### config.mk
export PLATFORM = sky130hd
export DESIGN_NAME = bcd_sevenseg_scan
export DESIGN_NICKNAME = d
export VERILOG_FILES = /design/src/rtl/bcd_sevenseg_scan.sv
export SDC_FILE = /design/constraint.sdc
export NUM_CORES = 1
export LEC_CHECK = 0
export ABC_AREA = 1
export CAP_MARGIN = 10
export CELL_PAD_IN_SITES_DETAIL_PLACEMENT = 0
export CELL_PAD_IN_SITES_GLOBAL_PLACEMENT = 2
export CORE_ASPECT_RATIO = 1.4
export CORE_MARGIN = 2
export CORE_UTILIZATION = 34
export DETAILED_ROUTE_END_ITERATION = 10
export PLACE_DENSITY = 0.81
export REMOVE_ABC_BUFFERS = 1
export SLEW_MARGIN = 10
export SYNTH_ARGS = -nofsm -noshare
export SYNTH_HDL_FRONTEND = slang
export SYNTH_SLANG_ARGS = --single-unit
### constraint.sdc
create_clock -name clk -period 1.9 [get_ports clk]
set_input_delay 0.38 -clock clk [delete_from_list [all_inputs] [get_ports clk]]
set_output_delay 0.38 -clock clk [all_outputs]
set_load 0.01 [all_outputs]
### src/rtl/bcd_sevenseg_scan.sv
// Two-digit multiplexed 7-segment driver with a double-buffered BCD word.
// Optional LEAD_ZERO_BLANK_EN darkens the tens digit when it is zero.
module bcd_sevenseg_scan #(
  parameter int SCAN_DIV = 50000
) (
  input  logic       clk,
  input  logic       rst,
  input  logic [7:0] bcd_in,
  input  logic       bcd_valid,
  output logic [6:0] seg_n,
  output logic [1:0] an_n,
  output logic       frame_tick
);

  localparam int DW = (SCAN_DIV > 2) ? $clog2(SCAN_DIV) : 1;
  localparam logic [DW-1:0] DIV_LAST = DW'(SCAN_DIV - 1);

  logic [DW-1:0] div_q, div_d;
  logic          idx_q, idx_d;
  logic [7:0]    pend_q, pend_d;
  logic [7:0]    disp_q, disp_d;
  logic [6:0]    seg_q, seg_d;
  logic [1:0]    an_q, an_d;
  logic          tick_q, tick_d;
  logic          last;
  logic          boundary;
  logic [3:0]    nib;

  function automatic logic [6:0] decode(input logic [3:0] d);
    logic [6:0] s;
    unique case (d)
      4'd0:    s = 7'h40;
      4'd1:    s = 7'h79;
      4'd2:    s = 7'h24;
      4'd3:    s = 7'h30;
      4'd4:    s = 7'h19;
      4'd5:    s = 7'h12;
      4'd6:    s = 7'h02;
      4'd7:    s = 7'h78;
      4'd8:    s = 7'h00;
      4'd9:    s = 7'h10;
      default: s = 7'h3F;
    endcase
    return s;
  endfunction

  always_comb begin
    last     = (div_q == DIV_LAST);
    boundary = last && idx_q;
    div_d    = last ? '0 : div_q + 1'b1;
    idx_d    = last ? ~idx_q : idx_q;
    pend_d   = bcd_valid ? bcd_in : pend_q;
    disp_d   = disp_q;
    // A strobe landing on the boundary goes straight to the display
    if (boundary) disp_d = bcd_valid ? bcd_in : pend_q;
    tick_d   = boundary;
    nib      = idx_q ? disp_q[7:4] : disp_q[3:0];
    seg_d    = decode(nib);
    an_d     = idx_q ? 2'b01 : 2'b10;
`ifdef LEAD_ZERO_BLANK_EN
    if (idx_q && (disp_q[7:4] == 4'd0)) begin
      seg_d = 7'h7F;
      an_d  = 2'b11;
    end
`else
`endif
  end

  always_ff @(posedge clk or posedge rst) begin
    if (rst) begin
      div_q  <= '0;
      idx_q  <= 1'b0;
      pend_q <= 8'h00;
      disp_q <= 8'h00;
      seg_q  <= 7'h7F;
      an_q   <= 2'b11;
      tick_q <= 1'b0;
    end else begin
      div_q  <= div_d;
      idx_q  <= idx_d;
      pend_q <= pend_d;
      disp_q <= disp_d;
      seg_q  <= seg_d;
      an_q   <= an_d;
      tick_q <= tick_d;
    end
  end

  assign seg_n      = seg_q;
  assign an_n       = an_q;
  assign frame_tick = tick_q;

endmodule

==> results of run 1 <==
## kinds of logic (layout without fill, tap and decap cells)
kind of cell / Yosys count / count (layout)
DFF: 43 / 43
and+or+nand+nor: 134 / 134
adders and majority gates: 6 / 6
buffers and inverters: 40 / 68
AOI/OAI and AO/OA: 24 / 24
xor gates and xnor gates: 4 / 4
## through the flow
step	total power (uW)	hold WS (ns)	std cells	area, um2
finish	1560	0.416	351	2530
global route	1640	0.443	351	2530
CTS	1590	0.424	351	2530
detailed placement	1020	0.462	343	2440
global placement	1020	0.457	343	2440
floorplan	980	0.434	249	2130
## synthesized netlist by cell type, types with 3 or more instances
| cell | n |
|---|---|
| ha_1 | 6 |
| inv_2 | 3 |
| xor2_1 | 4 |
| dfstp_2 | 9 |
| nand3_1 | 9 |
| dfrtp_1 | 34 |
| o21ai_0 | 10 |
| nand4_1 | 10 |
| nand2_1 | 72 |
| inv_1 | 34 |
| o21ai_1 | 8 |
| nor2_1 | 26 |
## sequential cells by signal (all words and copies together), names as in the netlist
name,count
an_n,2
disp_q,8
div_q,16
frame_tick,1
idx_q,1
pend_q,8
seg_n,7
## cell type report
cell class              count  area, um2  share of cell area (%)
repair buffers             22        228                    9.01
well taps                  72       90.1                    3.56
clock inverters             1       7.51                   0.297
multi-input cells         168        896                    35.4
inverters                  38        144                    5.69
clock buffers               7       76.3                    3.02
flip-flops and latches     43       1090                    43.0
## power breakdown
part | internal [uW] | total, uW | switching [uW]
combinational | 29.0 | 65.1 | 36.1
clock | 260 | 564 | 303
sequential | 930 | 934 | 3.64
total | 1220 | 1560 | 343
## per-layer routing
layer,track usage [%],vias to the layer above,share of wire [%]
met5,0,-,0
met4,4.35,0,1.4
met3,3.10,4,2.3
met2,22.4,19,50
met1,16.3,731,46
li1,-,841,-
## tightest hold or removal path, stage by stage
cell and delay [ns]:
clkdlybuf4s50_1 0.40, clkinv_1 0.07, buf_12 0.23
## worst paths after layout
path                           start        end  cells after the start
max                          an_n[0]    an_n[0]                      1
min reg2reg                disp_q[1]  disp_q[1]                      2
min                              rst   div_q[0]                      3
min in group clk           disp_q[1]  disp_q[1]                      2
max in group asynchronous        rst   seg_n[4]                      3
max reg2reg                    idx_q   seg_n[3]                      8
==> impl_results.md, run 1 <==
* Total setup buffers inserted after CTS at 0
* Max Slew Vio Count at 0
* Total grt overflow at 0
* Synthesis Warnings at 0
* Worst skew pair latency at approximately 0.29 ns
* CTS tree: done
* Vias in the first global route at 1617
* Number of synthesized flops with an enable pin at 0
* Number of max-cap violations at 0
* Mux share of post-synthesis cell area at 0%
* Synth Area in Adders at between 3 and 4%
* #FFs+latches synth at between 40 and 50
* DR vias/cell at between 4 and 5
* Fmax at 581 MHz
* # hold bufs at CTS at 0
* CP endpoint kind: output pin
* Post-DRT Antenna Nets at 0
* Worst path max stage delay at 0.53 ns
* TritonCTS Buffers at 5
* PnR worst setup slack at around 0.18 ns
* Leak Pwr at 0.00128 uW
* Starting DRC count in detailed routing at 63
* Row count at 34
* Via count at about 1600
* Core ar. at between 6000 and 7000 um2
* Synth Area in Compound Gates at under 10%
* Root Buffer: clkbuf_8
* GRT Util Overall at a little over an eighth
* H-Tree Depth at 2
* Top cells by area, synth: dfrtp_1 (40%), nand2_1 (13%), dfstp_2 (11%)
* Minimum clock period at between 1.5 and 2 ns
* Register area share after synthesis at ~51%
* Avg Inst Size Synth at 8.52 um2
* Synth Instances at between 200 and 300
* Initial antenna violation count at 0
* Synth top area share at approximately two fifths
* Required time of the critical path at 1.52 ns
* Pwr Density at about 600 nW/um2
* Final net count at 295
* Synthesized area at 2140 um2
* Tcrit/Tclk final at 90.6%
* Share of cells above drive strength 1 at around an eighth
* Most frequent cells in the layout: nand2_1 (72), dfrtp_1 (34), inv_1 (33), nor2_1 (26), clkdlybuf4s50_1 (20)
* Max Clock Skew at ~0.0077 ns
* CP Cell Sequence: clkdlybuf4s50_1
* PostCTS Resize Cnt at 0
* Slew margin rel. at 65.0%
* Worst path buffer plus inverter count at 1
* CP top delay family: flip-flops
* VDD IR max at between 0.0003 and 0.0004 V
* DR pass1 iterations at 4
* Netlist cell types at 31
* Diode count at 0
* Crit Path Max Fanout at 1
* Critical path class: register to output pin
* CTS sink count at 43
* Final hold violation count at 0
* XOR/XNOR Fraction of Synth Area at under 10%
* R2r setup slk at around 0.28 ns
* Worst-Margin Slew at 0.519 ns
* Clock buffer depth at 2
* Status: finished, final reports clean
* Most common cell after layout, fill and taps aside: nand2_1
* DRC errors left at 0
* Crit path launch type: register
* Area growth, synth to finish at 18.2%
* Final core utilization at slightly above 40%
* Pre-CTS WS at about 0.24 ns
* IO Port Bufs at 20
* Die Y at about 100 um
* TNS Setup at 0 ns
* Clk pin slew, worst setup/hold paths at 0.08 ns
* CP arrival at approximately 1.3 ns
* Routed len/inst at between 10 and 15 um
* Post-synthesis simple-gate area fraction at 30.4%
* Worst min path class: input pin to asynchronous set/reset pin
* Die area at 6950 um2
* Area leader, netlist: dfrtp_1
* Routability Congestion at 0.718
* Final setup viols at 0
* Largest net degree at the start of global routing at 44
* Post-synth top flop: dfrtp_1
* Initial Util at between 30% and 40%
* Unrepaired setup endpoints after global routing: false
* # IOs at 21
* First-pass GRT wire length at ~7300 um
* Post-DP HPWL at between 2000 and 3000 um
* Synth async-reset ratio at 100%
* Largest family of logic cells by synthesized area: simple AND/OR/NAND/NOR gates
* Filler instances at between 600 and 700
* Die width at 71.0 um
* CP max-delay cell: dfstp_2
* DRT Wirelength at between 3000 and 4000 um
No activity file was read; power rests on OpenSTA's default activity.
==> run 2, diff against run 1 <==
--- a/config.mk
+++ b/config.mk
@@ -11,9 +11,10 @@
 export CELL_PAD_IN_SITES_GLOBAL_PLACEMENT = 2
 export CORE_ASPECT_RATIO = 1.4
 export CORE_MARGIN = 2
-export CORE_UTILIZATION = 34
+export CORE_UTILIZATION = 36
+export CTS_BUF_LIST = sky130_fd_sc_hd__clkbuf_4
 export DETAILED_ROUTE_END_ITERATION = 10
-export PLACE_DENSITY = 0.81
+export PLACE_DENSITY = 0.85
 export REMOVE_ABC_BUFFERS = 1
 export SLEW_MARGIN = 10
 export SYNTH_ARGS = -nofsm -noshare
==> run 2 against run 1 <==
First-iteration DRC count down 25%. Core utilization up 2.3 points. Die area down 5.3%. Critical path depth unchanged. Clock power down 19%. Highest routed layer unchanged. Clock-buffer cell count down 1. Design area down 1.1%. Routed wire length down 1.3%. Largest cell class unchanged.
==> impl_results.md, run 2 (synthesized netlist as in run 1, its figures left out) <==
* Status: finished, final reports clean
* Critical path class: register to output pin
* Routability Congestion at about 0.75
* Post-DP HPWL at 2890 um
* Number of cells on the critical path at 1
* Total grt overflow at 0
* Layout Cells excl Fill at ~350
* PostCTS Resize Cnt at 0
* Worst path buffer plus inverter count at 1
* TNS Setup at 0 ns
* VDD IR max at around 0.00034 V
* Share of cells above drive strength 1 at a little over an eighth
* Final hold violation count at 0
* DRC errors left at 0
* Required time of the critical path at 1.52 ns
* Crit Path Max Fanout at 1
* Fmax at between 500 and 600 MHz
* Slew margin rel. at between 60% and 70%
* Starting DRC count in detailed routing at between 40 and 50
* Diode count at 0
* Tcrit/Tclk final at ~94%
* Unrepaired setup endpoints after global routing: false
* Die area at between 6000 and 7000 um2
* Regs by FF count: div_q (16), disp_q (8), pend_q (8)
* Worst-Margin Slew at between 0.4 and 0.5 ns
* Crit path launch type: register
* Dpl cells at 341
* Via count at between 1500 and 2000
* Pwr Density at roughly 580 nW/um2
* Root Buffer: clkbuf_4
* Worst skew pair latency at around 0.35 ns
* DR vias/cell at roughly 4.5
* First-pass GRT wire length at just under 7000 um
* Largest net degree at the start of global routing at 44
* Clock buffer depth at 2
* Vias in the first global route at 1520
* Area growth, synth to finish at 16.8%
* TritonCTS Buffers at 5
* CP Cell Sequence: clkdlybuf4s50_1
* H-Tree Depth at 2
* DRT Wirelength at ~3900 um
* # hold bufs at CTS at 0
* CTS tree: done
* Final core utilization at 43.2%
* Clk pin slew, worst setup/hold paths at between 0.1 and 0.15 ns
* CP max-delay cell: dfstp_2
* Minimum clock period at 1.79 ns
* # IOs at 21
* Initial antenna violation count at 0
* Initial Util at a little under two fifths
* CP top delay family: flip-flops
* Total setup buffers inserted after CTS at 0
* Max FFs per register at 16
* Number of max-cap violations at 0
* Max Slew Vio Count at 0
* Final net count at between 200 and 300
* Leak Pwr at 0.00128 uW
* Most frequent cells in the layout: nand2_1 (72), inv_1 (34), dfrtp_1 (34), nor2_1 (26), clkdlybuf4s50_1 (20)
* Die width at around 69 um
* Die Y at between 90 and 100 um
* DR pass1 iterations at 4
* FF-to-FF path depth at 8
* GRT Util Overall at about an eighth
* Routed len/inst at ~11 um
* Row count at 33
* Final setup viols at 0
* Max Clock Skew at between 0.007 and 0.008 ns
* Worst path max stage delay at approximately 0.55 ns
* Most common cell after layout, fill and taps aside: nand2_1
* Post-DRT Antenna Nets at 0
* CP endpoint kind: output pin
* Worst min path class: input pin to asynchronous set/reset pin
* Top reg by flops: div_q
* Core ar. at slightly below 6000 um2
* CP arrival at between 1 and 1.5 ns
* IO Port Bufs at 20
* CTS sink count at 43
==> run 2: per-layer routing <==
metal | vias up | wire, um | track usage (%)
met4 | 0 | 58 | 5.39
met5 | - | 0 | 0
met3 | 4 | 87 | 2.54
met1 | 713 | 1770 | 15.3
li1 | 847 | - | -
met2 | 17 | 1960 | 23.3
==> run 2: per-stage QoR <==
| stage | setup slack (ns) | power [uW] | cell area (um2) | hold WS [ns] |
|---|---|---|---|---|
| 2_1_floorplan | 0.359 | 980 | 2130 | 0.434 |
| 3_3_place_gp | 0.268 | 1020 | 2440 | 0.455 |
| 3_5_place_dp | 0.258 | 1020 | 2440 | 0.460 |
| 4_1_cts | 0.0790 | 1490 | 2500 | 0.362 |
| 5_1_grt | 0.0514 | 1530 | 2500 | 0.411 |
| 6_report | 0.110 | 1450 | 2500 | 0.371 |
==> run 2: path summary, 6_finish.rpt <==
kind,from,endpoint,slack (ns)
setup / recovery,an_n[0],an_n[0],0.11
hold / removal,rst,div_q[5],0.37
setup reg to reg,idx_q,seg_n[3],0.27
hold reg to reg,disp_q[4],disp_q[4],0.49
max in group asynchronous,rst,an_n[1],1.26
min in group clk,disp_q[4],disp_q[4],0.49
==> run 2: worst min-delay path, stage by stage <==
cell	delay, ns
clkdlybuf4s50_1	0.39
inv_1	0.09
buf_12	0.24
==> run 2: report_power, final <==
part | switching [uW] | internal (uW)
sequential | 4.03 | 931
combinational | 34.9 | 29.0
clock | 297 | 157
==> run 2: final cells by class <==
| class | count | area (um2) |
|---|---|---|
| clock buffer | 6 | 45.0 |
| clock inverter | 2 | 12.5 |
| fill | 607 | 3280 |
| inverter | 38 | 144 |
| multi-input combinational | 168 | 896 |
| sequential | 43 | 1090 |
| tap | 70 | 87.6 |
| timing repair buffer | 22 | 228 |
==> run 3, diff against run 2 <==
--- a/config.mk
+++ b/config.mk
@@ -11,10 +11,10 @@
 export CELL_PAD_IN_SITES_GLOBAL_PLACEMENT = 2
 export CORE_ASPECT_RATIO = 1.4
 export CORE_MARGIN = 2
-export CORE_UTILIZATION = 36
+export CORE_UTILIZATION = 32
 export CTS_BUF_LIST = sky130_fd_sc_hd__clkbuf_4
 export DETAILED_ROUTE_END_ITERATION = 10
-export PLACE_DENSITY = 0.85
+export PLACE_DENSITY = 0.8
 export REMOVE_ABC_BUFFERS = 1
 export SLEW_MARGIN = 10
 export SYNTH_ARGS = -nofsm -noshare
==> constraint.sdc (replaced) <==
create_clock -name clk -period 1.6 [get_ports clk]
set_input_delay 0.32 -clock clk [delete_from_list [all_inputs] [get_ports clk]]
set_output_delay 0.32 -clock clk [all_outputs]
set_load 0.01 [all_outputs]
==> run 3 against run 2 <==
Final cell count grew 2.9%. Worst hold slack got worse by 0.090 ns. Largest cell class unchanged. Highest routed layer unchanged. Power rose by 30%.
==> impl_results.md, run 3 (synthesized netlist as in run 1, its figures left out) <==
* Pwr Density at 736 nW/um2
* Core ar. at approximately 6500 um2
* CP arrival at 1.15 ns
* Root Buffer: clkbuf_4
* # hold bufs at CTS at 0
* GRT Util Overall at between 10 and 15%
* Most frequent cells in the layout: nand2_1 (72), inv_1 (33), dfrtp_1 (33), nor2_1 (26)
* Diode count at 0
* Clk pin slew, worst setup/hold paths at between 0.1 and 0.15 ns
* IO Port Bufs at 20
* DRT Wirelength at 4030 um
* Pre-CTS WS at roughly 0.14 ns
* Max FFs per register at 16
* First-pass GRT wire length at between 7000 and 8000 um
* Initial antenna violation count at 0
* Vias in the first global route at roughly 1600
* Area growth, synth to finish at 19.9%
* Filler instances at approximately 670
* Total grt overflow at 0
* Number of max-cap violations at 0
* # IOs at 21
* Tcrit/Tclk final at 91.9%
* DR pass1 iterations at 4
* Die area at ~7400 um2
* Final net count at 301
* Minimum clock period at between 1 and 1.5 ns
* Worst hold-check slack at roughly 0.28 ns
* Max Slew Vio Count at 0
* DR vias/cell at between 4 and 5
* Required time of the critical path at 1.28 ns
* Crit path launch type: register
* Worst path buffer plus inverter count at 1
* Reg2Reg Capture Point: idx_q
* CP Cell Sequence: dlygate4sd2_1
* R2r setup slk at approximately 0.16 ns
* Leak Pwr at around 0.0013 uW
* CTS tree: done
* Final setup viols at 0
* Max Clock Skew at between 0.01 and 0.015 ns
* Critical path class: register to output pin
* CP top delay family: flip-flops
* Register area at 1090 um2
* Unrepaired setup endpoints after global routing: false
* Routability Congestion at approximately 0.72
* DRC errors left at 0
* TritonCTS Buffers at 5
* FF-to-FF path depth at 5
* Most common cell after layout, fill and taps aside: nand2_1
* CP endpoint kind: output pin
* Initial Util at roughly a third
* Worst R2R Start: div_q[0]
* Worst-Margin Slew at about 0.36 ns
* Routed len/inst at 11.2 um
* Die width at roughly 73 um
* Clock buffer depth at 2
* CTS sink count at 43
* Die Y at 101 um
* Worst min path class: input pin to asynchronous set/reset pin
* H-Tree Depth at 2
* Slew margin rel. at 75.7%
* Final hold violation count at 0
* PnR worst setup slack at around 0.13 ns
* Fmax at 680 MHz
* CP max-delay cell: dfstp_2
* Final core utilization at between 30% and 40%
* Crit Path Max Fanout at 1
* Top reg by flops: div_q
* Largest net degree at the start of global routing at 44
* VDD IR max at about 0.00053 V
* Number of cells on the critical path at 1
* Worst path max stage delay at approximately 0.55 ns
* TNS Setup at 0 ns
* Regs by FF count: div_q (16), disp_q (8), pend_q (8)
* Total setup buffers inserted after CTS at 0
* Worst skew pair latency at 0.36 ns
* Via count at between 1500 and 2000
* Post-DP HPWL at roughly 3000 um
* Row count at 35
* Status: finished, final reports clean
* Share of cells above drive strength 1 at around 15%
* Post-DRT Antenna Nets at 0
* Starting DRC count in detailed routing at 83
* Multi-input gate area at roughly 900 um2
-- run 3: tightest hold or removal path: stages --
cell             delay [ns]
clkdlybuf4s50_1        0.40
clkinv_1               0.07
buf_12                 0.24
-- run 3: report_power, final --
group          total (uW)  internal (uW)  switching, uW
combinational        81.0           36.1           44.8
clock                 697            329            368
sequential           1110           1110           4.51
-- run 3: final cells by class --
type,count,area share [%]
Sequential cell,43,42.4
Tap cell,74,3.61
Multi-Input combinational cell,168,34.9
Clock buffer,5,1.46
Inverter,38,5.61
Clock inverter,3,1.71
Timing Repair Buffer,28,10.3
-- run 3: how the worst max path moves through the flow --
| stage | slack [ns] | end | startpoint |
|---|---|---|---|
| final | 0.13 | an_n[0] | an_n[0] |
| after global routing | 0.03 | seg_n[3] | idx_q |
| after detailed placement | 0.14 | idx_q | div_q[0] |
| after global placement | 0.13 | idx_q | div_q[0] |
| after CTS | 0.03 | frame_tick | frame_tick |
| after floorplan | 0.06 | seg_n[3] | idx_q |
-- run 3: repair_timing --
item / CTS / global route
pin swaps: 0 / 0
resized for setup: 9 / 2
setup endpoints to repair: 9 / 2
hold endpoints to repair: 0 / 0
-- run 3: metrics by stage --
| step | cell area [um2] | power, uW | cells |
|---|---|---|---|
| after floorplan | 2130 | 1160 | 249 |
| after global placement | 2490 | 1210 | 351 |
| after detailed placement | 2490 | 1210 | 351 |
| after CTS | 2560 | 1930 | 359 |
| after global routing | 2570 | 1980 | 359 |
| final | 2570 | 1890 | 359 |
-- run 3: per-layer routing --
| layer | part of all wire, % | wire length [um] | GRT usage (%) | vias to the layer above |
|---|---|---|---|---|
| li1 | - | - | - | 850 |
| met1 | 45 | 1810 | 16.2 | 727 |
| met2 | 50 | 2000 | 20.4 | 21 |
| met3 | 2.8 | 112 | 2.80 | 8 |
| met4 | 2.7 | 107 | 5.98 | 0 |
| met5 | 0 | 0 | 0 | - |
